--- src/rtl/field_serializer_pkg.sv ---
// Shared types for the object-buffer / serializer pair: table and buffer records,
// protobuf wire types and varint length limits.
package field_serializer_pkg;

  typedef struct packed {
    logic [28:0] field_id;
    logic [2:0]  field_type;
    logic        nested;
    logic [63:0] offset;
  } TABLE_ENTRY;

  typedef struct packed {
    logic [63:0] cpp_addr;
    logic [15:0] table_idx;
    logic [15:0] entry_count;
  } BUFFER_ENTRY;

  typedef enum logic [2:0] {
    VARINT  = 3'd0,
    FIXED64 = 3'd1,
    LEN     = 3'd2,
    FIXED32 = 3'd5
  } WIRE_TYPE;

  localparam int MAX_VARINT_BYTES = 10;
  localparam int MAX_TAG_BYTES    = 5;

endpackage

--- src/rtl/field_serializer_varint_encoder.sv ---
// Loadable 64-bit varint encoder: presents one 7-bit group per byte, LSB group first,
// with a valid/ready byte handshake and a flag marking the final byte.
module varint_encoder (
  input  logic        clk,
  input  logic        rst_n,
  input  logic        load_i,
  input  logic [63:0] value_i,
  input  logic        ready_i,
  output logic [7:0]  byte_o,
  output logic        valid_o,
  output logic        last_o
);

  logic [63:0] rem_q, rem_d;
  logic        busy_q, busy_d;

  always_comb begin
    last_o  = (rem_q[63:7] == 57'd0);
    byte_o  = {~last_o, rem_q[6:0]};
    valid_o = busy_q;
    rem_d   = rem_q;
    busy_d  = busy_q;
    if (load_i) begin
      rem_d  = value_i;
      busy_d = 1'b1;
    end else if (busy_q && ready_i) begin
      if (last_o) busy_d = 1'b0;
      else        rem_d  = rem_q >> 7;
    end
  end

  always_ff @(posedge clk or negedge rst_n) begin
    if (!rst_n) begin
      rem_q  <= '0;
      busy_q <= 1'b0;
    end else begin
      rem_q  <= rem_d;
      busy_q <= busy_d;
    end
  end

endmodule

--- src/rtl/field_serializer.sv ---
// Serializes one table entry into protobuf wire-format bytes: tag varint, then the
// field value fetched from memory as varint, fixed64 or fixed32.
module field_serializer
  import field_serializer_pkg::*;
#(
  parameter int ADDR_W = 64,
  parameter int DATA_W = 64
) (
  input  logic              clk,
  input  logic              reset,
  input  TABLE_ENTRY        in_entry,
  input  logic              in_entry_valid,
  input  logic [ADDR_W-1:0] cpp_base_addr,
  output logic              ser_ready,
  output logic              ser_done,
  output logic              mem_req,
  output logic [ADDR_W-1:0] mem_addr,
  input  logic              mem_gnt,
  input  logic              mem_rvalid,
  input  logic [DATA_W-1:0] mem_rdata,
  output logic [7:0]        out_byte,
  output logic              out_byte_valid,
  input  logic              out_byte_ready
);

  typedef enum logic [2:0] {
    ST_IDLE, ST_TAG, ST_FETCH, ST_WAIT, ST_VALUE, ST_DONE
  } state_e;

  state_e            state_q, state_d;
  logic [2:0]        type_q, type_d;
  logic              nested_q, nested_d;
  logic [ADDR_W-1:0] addr_q, addr_d;
  logic [63:0]       shift_q, shift_d;
  logic [2:0]        cnt_q, cnt_d;

  logic              enc_load, enc_ready, enc_valid, enc_last;
  logic [63:0]       enc_value;
  logic [7:0]        enc_byte;

  // Anything other than the two fixed encodings is serialized as a varint.
  function automatic logic is_varint(input logic [2:0] t);
    return !((t == FIXED64) || (t == FIXED32));
  endfunction

  function automatic logic [2:0] wire_type(input logic nst, input logic [2:0] t);
    if (nst)          return LEN;
    if (is_varint(t)) return VARINT;
    return t;
  endfunction

  varint_encoder u_enc (
    .clk     (clk),
    .rst_n   (reset),
    .load_i  (enc_load),
    .value_i (enc_value),
    .ready_i (enc_ready),
    .byte_o  (enc_byte),
    .valid_o (enc_valid),
    .last_o  (enc_last)
  );

  always_comb begin
    state_d        = state_q;
    type_d         = type_q;
    nested_d       = nested_q;
    addr_d         = addr_q;
    shift_d        = shift_q;
    cnt_d          = cnt_q;
    enc_load       = 1'b0;
    enc_value      = '0;
    enc_ready      = 1'b0;
    ser_ready      = 1'b0;
    ser_done       = 1'b0;
    mem_req        = 1'b0;
    out_byte_valid = 1'b0;
    out_byte       = 8'h00;

    case (state_q)
      ST_IDLE: begin
        ser_ready = 1'b1;
        if (in_entry_valid) begin
          type_d   = in_entry.field_type;
          nested_d = in_entry.nested;
          addr_d   = cpp_base_addr + ADDR_W'(in_entry.offset);
          if (in_entry.field_id == 29'd0) begin
            state_d = ST_DONE;
          end else begin
            enc_load  = 1'b1;
            enc_value = 64'({in_entry.field_id, wire_type(in_entry.nested, in_entry.field_type)});
            state_d   = ST_TAG;
          end
        end
      end

      ST_TAG: begin
        out_byte_valid = enc_valid;
        out_byte       = enc_byte;
        enc_ready      = out_byte_ready;
        if (enc_valid && out_byte_ready && enc_last)
          state_d = nested_q ? ST_DONE : ST_FETCH;
      end

      ST_FETCH: begin
        mem_req = 1'b1;
        if (mem_gnt) state_d = ST_WAIT;
      end

      ST_WAIT: begin
        if (mem_rvalid) begin
          if (is_varint(type_q)) begin
            enc_load  = 1'b1;
            enc_value = 64'(mem_rdata);
          end else begin
            shift_d = 64'(mem_rdata);
            cnt_d   = (type_q == FIXED64) ? 3'd7 : 3'd3;
          end
          state_d = ST_VALUE;
        end
      end

      ST_VALUE: begin
        if (is_varint(type_q)) begin
          out_byte_valid = enc_valid;
          out_byte       = enc_byte;
          enc_ready      = out_byte_ready;
          if (enc_valid && out_byte_ready && enc_last) state_d = ST_DONE;
        end else begin
          // cnt_q counts the bytes still to follow the one currently presented.
          out_byte_valid = 1'b1;
          out_byte       = shift_q[7:0];
          if (out_byte_ready) begin
            if (cnt_q == 3'd0) begin
              state_d = ST_DONE;
            end else begin
              shift_d = shift_q >> 8;
              cnt_d   = cnt_q - 3'd1;
            end
          end
        end
      end

      ST_DONE: begin
        ser_done = 1'b1;
        state_d  = ST_IDLE;
      end

      default: state_d = ST_IDLE;
    endcase
  end

  assign mem_addr = addr_q;

  always_ff @(posedge clk or negedge reset) begin
    if (!reset) begin
      state_q  <= ST_IDLE;
      type_q   <= 3'd0;
      nested_q <= 1'b0;
      addr_q   <= '0;
      shift_q  <= '0;
      cnt_q    <= 3'd0;
    end else begin
      state_q  <= state_d;
      type_q   <= type_d;
      nested_q <= nested_d;
      addr_q   <= addr_d;
      shift_q  <= shift_d;
      cnt_q    <= cnt_d;
    end
  end

endmodule

--- config.mk ---
export PLATFORM = sky130hd
export DESIGN_NAME = field_serializer
export DESIGN_NICKNAME = d
export VERILOG_FILES = /design/src/rtl/field_serializer_pkg.sv /design/src/rtl/field_serializer_varint_encoder.sv /design/src/rtl/field_serializer.sv
export SDC_FILE = /design/constraint.sdc
export NUM_CORES = 1
export LEC_CHECK = 0
export CAP_MARGIN = 20
export CORE_MARGIN = 2
export CORE_UTILIZATION = 50
export DETAILED_ROUTE_END_ITERATION = 8
export PLACE_DENSITY = 0.79
export SLEW_MARGIN = 15
export SYNTH_ARGS = -nofsm -noshare
export SYNTH_HDL_FRONTEND = slang
export SYNTH_HIERARCHICAL = 1
export SYNTH_SLANG_ARGS = --single-unit
export TNS_END_PERCENT = 20
--- constraint.sdc ---
create_clock -name clk -period 3.6 [get_ports clk]
set_input_delay 0.36 -clock clk [delete_from_list [all_inputs] [get_ports clk]]
set_output_delay 0.36 -clock clk [all_outputs]
set_load 0.02 [all_outputs]
==> summary.md <==
| Metric | Value |
|---|---|
| Number of iterations in the first detailed-routing pass | 5 |
| Initial detailed-routing violation count | about 1200 |
| Most common cell after layout, fill and taps aside | clkdlybuf4s50_1 |
| Setup clock skew after layout | 0.0189 ns |
| Maximum clock insertion buffer count | 3 |
| Clock latency at the later pin of the worst-skew pair | about 0.54 ns |
| Floorplan row count | between 60 and 70 |
| Routed wirelength normalized by instance count | just under 20 um |
| Max Cap Violations | 0 |
| HPWL after detailed placement | 33100 um |
| Most frequent cells in the layout | clkdlybuf4s50_1, nand2_1, dfrtp_1, nor2_1, o21ai_0 |
| Total track usage | 0.301 |
| Slew at the pin closest to its max-slew limit | roughly 0.88 ns |
| Mapped Nets | approximately 2000 |
| Number of failing hold endpoints at the final stage | 0 |
| H-tree levels | 1 |
| Static leakage power | between 7 and 8 nW |
| Cell at the root of the clock tree | clkbuf_16 |
| Crit share post-route | 0.919 |
| Core Region | between 20000 and 30000 um^2 |
| Clock slew at the register clock pins of the worst setup and hold paths | ~0.06 ns |
| Proportion of layout cells with a drive suffix above 1 | 0.0748 |
| Per-cell via count in the routed design | between 5 and 6 |
| Via count of the first global-routing pass | 13512 |
| Placer Congestion | a little under 1 |
| CP arrival | 2.95 ns |
| Max-slew headroom at the worst pin | 0.413 |
| Status | finished clean |
| Buffers added on ports | a little over 300 |
| Starting Density | 0.506 |
| Avg Inst Size Synth | ~8.4 um^2 |
| Total global routing overflow | 0 |
| Layout Area Growth over Synthesis | 30.5% |
| Sequential element share of the synthesized area | 0.364 |
| Synth area leader | dfrtp_1 |
| First-pass GRT wire length | just over 70000 um |
| Initial antenna violation count | 3 |
| Count of flip-flops with a built-in enable after synthesis | 0 |
| Max Transition Viols Final | 0 |
| Worst vdd rail ir drop | around 0.00036 V |
| Die Footprint | just under 30000 um^2 |
| CTS Buf Count | 25 |
| Pin count of the biggest net entering global routing | about 130 |
| Highest achievable clock rate | between 0.3 and 0.4 GHz |
| Post-synth top flop | dfrtp_1 |
| Number of I/O pins | 307 |
| Wire length reported by the detailed router | 44700 um |
| Width of the die | around 170 um |
| Clock tree from TritonCTS | yes |
| Post-route antenna net violation count | 0 |
| Post-detailed-placement cell area | 17400 um^2 |
| Final cell area excluding filler cells | approximately 18000 um^2 |
| CTS Sinks | 203 |
| Hold/Removal Path Class | in -> reg |
| Fillers | 2354 |
| Hold-critical path depth | 3 |
| Required time of the critical path | 3.24 ns |
| Tmin final | around 3.3 ns |
| Count of state elements after synthesis | approximately 200 |
| Cts repair resizes | 0 |
| Number of warning messages in the yosys log | 6 |
| Area contributors post-synth | dfrtp_1, nand2_1, ha_1 |
| Worst Setup Start Kind | flip-flop |
| R2R depth | 9 |
| Total standard cell area after synthesis | about 14000 um^2 |
| Post-CTS setup-driven buffer insertion count | 0 |
| Capturing element type of the critical path | primary output |
| Worst Setup Path Type | reg -> out |
| Remaining design rule violation count | 0 |
| Net count reported at finish | roughly 2200 |
| Number of antenna diodes | 0 |
| Async set-or-reset flop fraction in the synthesized netlist | 1.00 |
| Total of hold buffers inserted after clock tree synthesis | 1 |
| Number of vias in the routed layout | ~14000 |
| Fin util | 0.660 |
| Height of the die | between 150 and 200 um |
| Post-synthesis cell type count | a little under 70 |
| RSZ-0062 raised after global routing | no |
| Cells after Synth | 1660 |
| Finish-stage setup viols | 0 |
| Area share of the leading cell type in the synthesized netlist | 0.364 |
| Power Dens Cells | between 600 and 700 nW/um^2 |
| Highest fanout seen on the critical path | 19 |
==> critical path: stages, from the launching register on <==
cell	delay [ns]
dfrtp_1	0.41
nor4_1	0.38
nand4_1	0.16
nor3_2	0.23
nand2_2	0.34
a22o_1	0.34
clkdlybuf4s50_1	0.54
==> sequential cells by signal, summed over array words and instances (netlist names) <==
register       count
mem_addr          64
shift_q           64
u_enc/rem_q       64
cnt_q              3
state_q            3
type_q             3
nested_q           1
u_enc/valid_o      1
==> where the power goes <==
| group | switching, mW | internal [mW] | leakage, nW |
|---|---|---|---|
| logic | 3.21 | 2.63 | 4.75 |
| registers | 0.913 | 3.39 | 2.49 |
| clock network | 0.999 | 1.56 | 0.418 |
| total | 5.13 | 7.59 | 7.66 |
==> area by class of cell <==
type | count | area, um^2 | share of cell area
Timing Repair Buffer | 344 | 3440 | 0.189
Clock inverter | 7 | 100 | 0.00549
Multi-Input combinational cell | 1303 | 8280 | 0.454
Tap cell | 378 | 473 | 0.0259
Clock buffer | 37 | 741 | 0.0406
Sequential cell | 203 | 5080 | 0.279
Inverter | 30 | 113 | 0.00618
==> worst paths after layout <==
path                                   endpoint       startpoint  slack (ns)
worst max-delay path                out_byte[7]  u_enc/rem_q[45]        0.29
worst max register to register  u_enc/rem_q[60]       state_q[0]        0.99
worst min-delay path                  type_q[2]     in_entry[67]        0.41
worst min register to register     mem_addr[18]     mem_addr[18]        0.47
min in group asynchronous           shift_q[56]            reset        0.42
max in group asynchronous          mem_addr[54]            reset        2.24
==> cells by family after synthesis <==
logic type                 Yosys count  synth area share
and+or+nand+nor                    645             0.218
muxes                                9           0.00654
buffers and inverters              154            0.0471
AOI/OAI and AO/OA                  523             0.267
DFF                                203             0.364
xor gates and xnor gates            60            0.0376
adders and majority gates           66            0.0596
==> routing by layer <==
metal / global-route usage / vias to the layer above / part of all wire
li1: - / 6509 / -
met4: 0.0884 / 6 / 0.031
met3: 0.0659 / 99 / 0.082
met1: 0.385 / 6525 / 0.40
met2: 0.510 / 606 / 0.48
met5: 0 / - / 0.00092
==> synth_stat cells (12+ instances only) <==
master,count
a211oi_1,76
a211oi_2,41
a21o_1,42
a21oi_1,85
a22o_1,39
a31oi_1,67
and2_1,42
clkbuf_1,103
dfrtp_1,203
ha_1,65
inv_1,30
nand2_1,248
nand3_1,21
nand4_1,27
nor2_1,117
nor2b_1,63
nor3_1,70
nor4_1,23
o21ai_0,96
o21bai_1,12
xnor2_1,30
xor2_1,30
==> stage by stage <==
stage	total power [mW]	setup slack [ns]	std cells	hold WS, ns	TNS, ns
after detailed placement	10.1	-0.111	2256	0.449	-0.172
final	12.7	0.291	2302	0.408	0
after global placement	9.89	-0.0466	2255	0.452	-0.0831
after global routing	13.5	0.118	2302	0.426	0
after floorplan	7.84	0.552	1660	0.0644	0
after CTS	12.7	0.275	2301	0.389	0
Note: power is estimated with default switching activity, not from simulation.
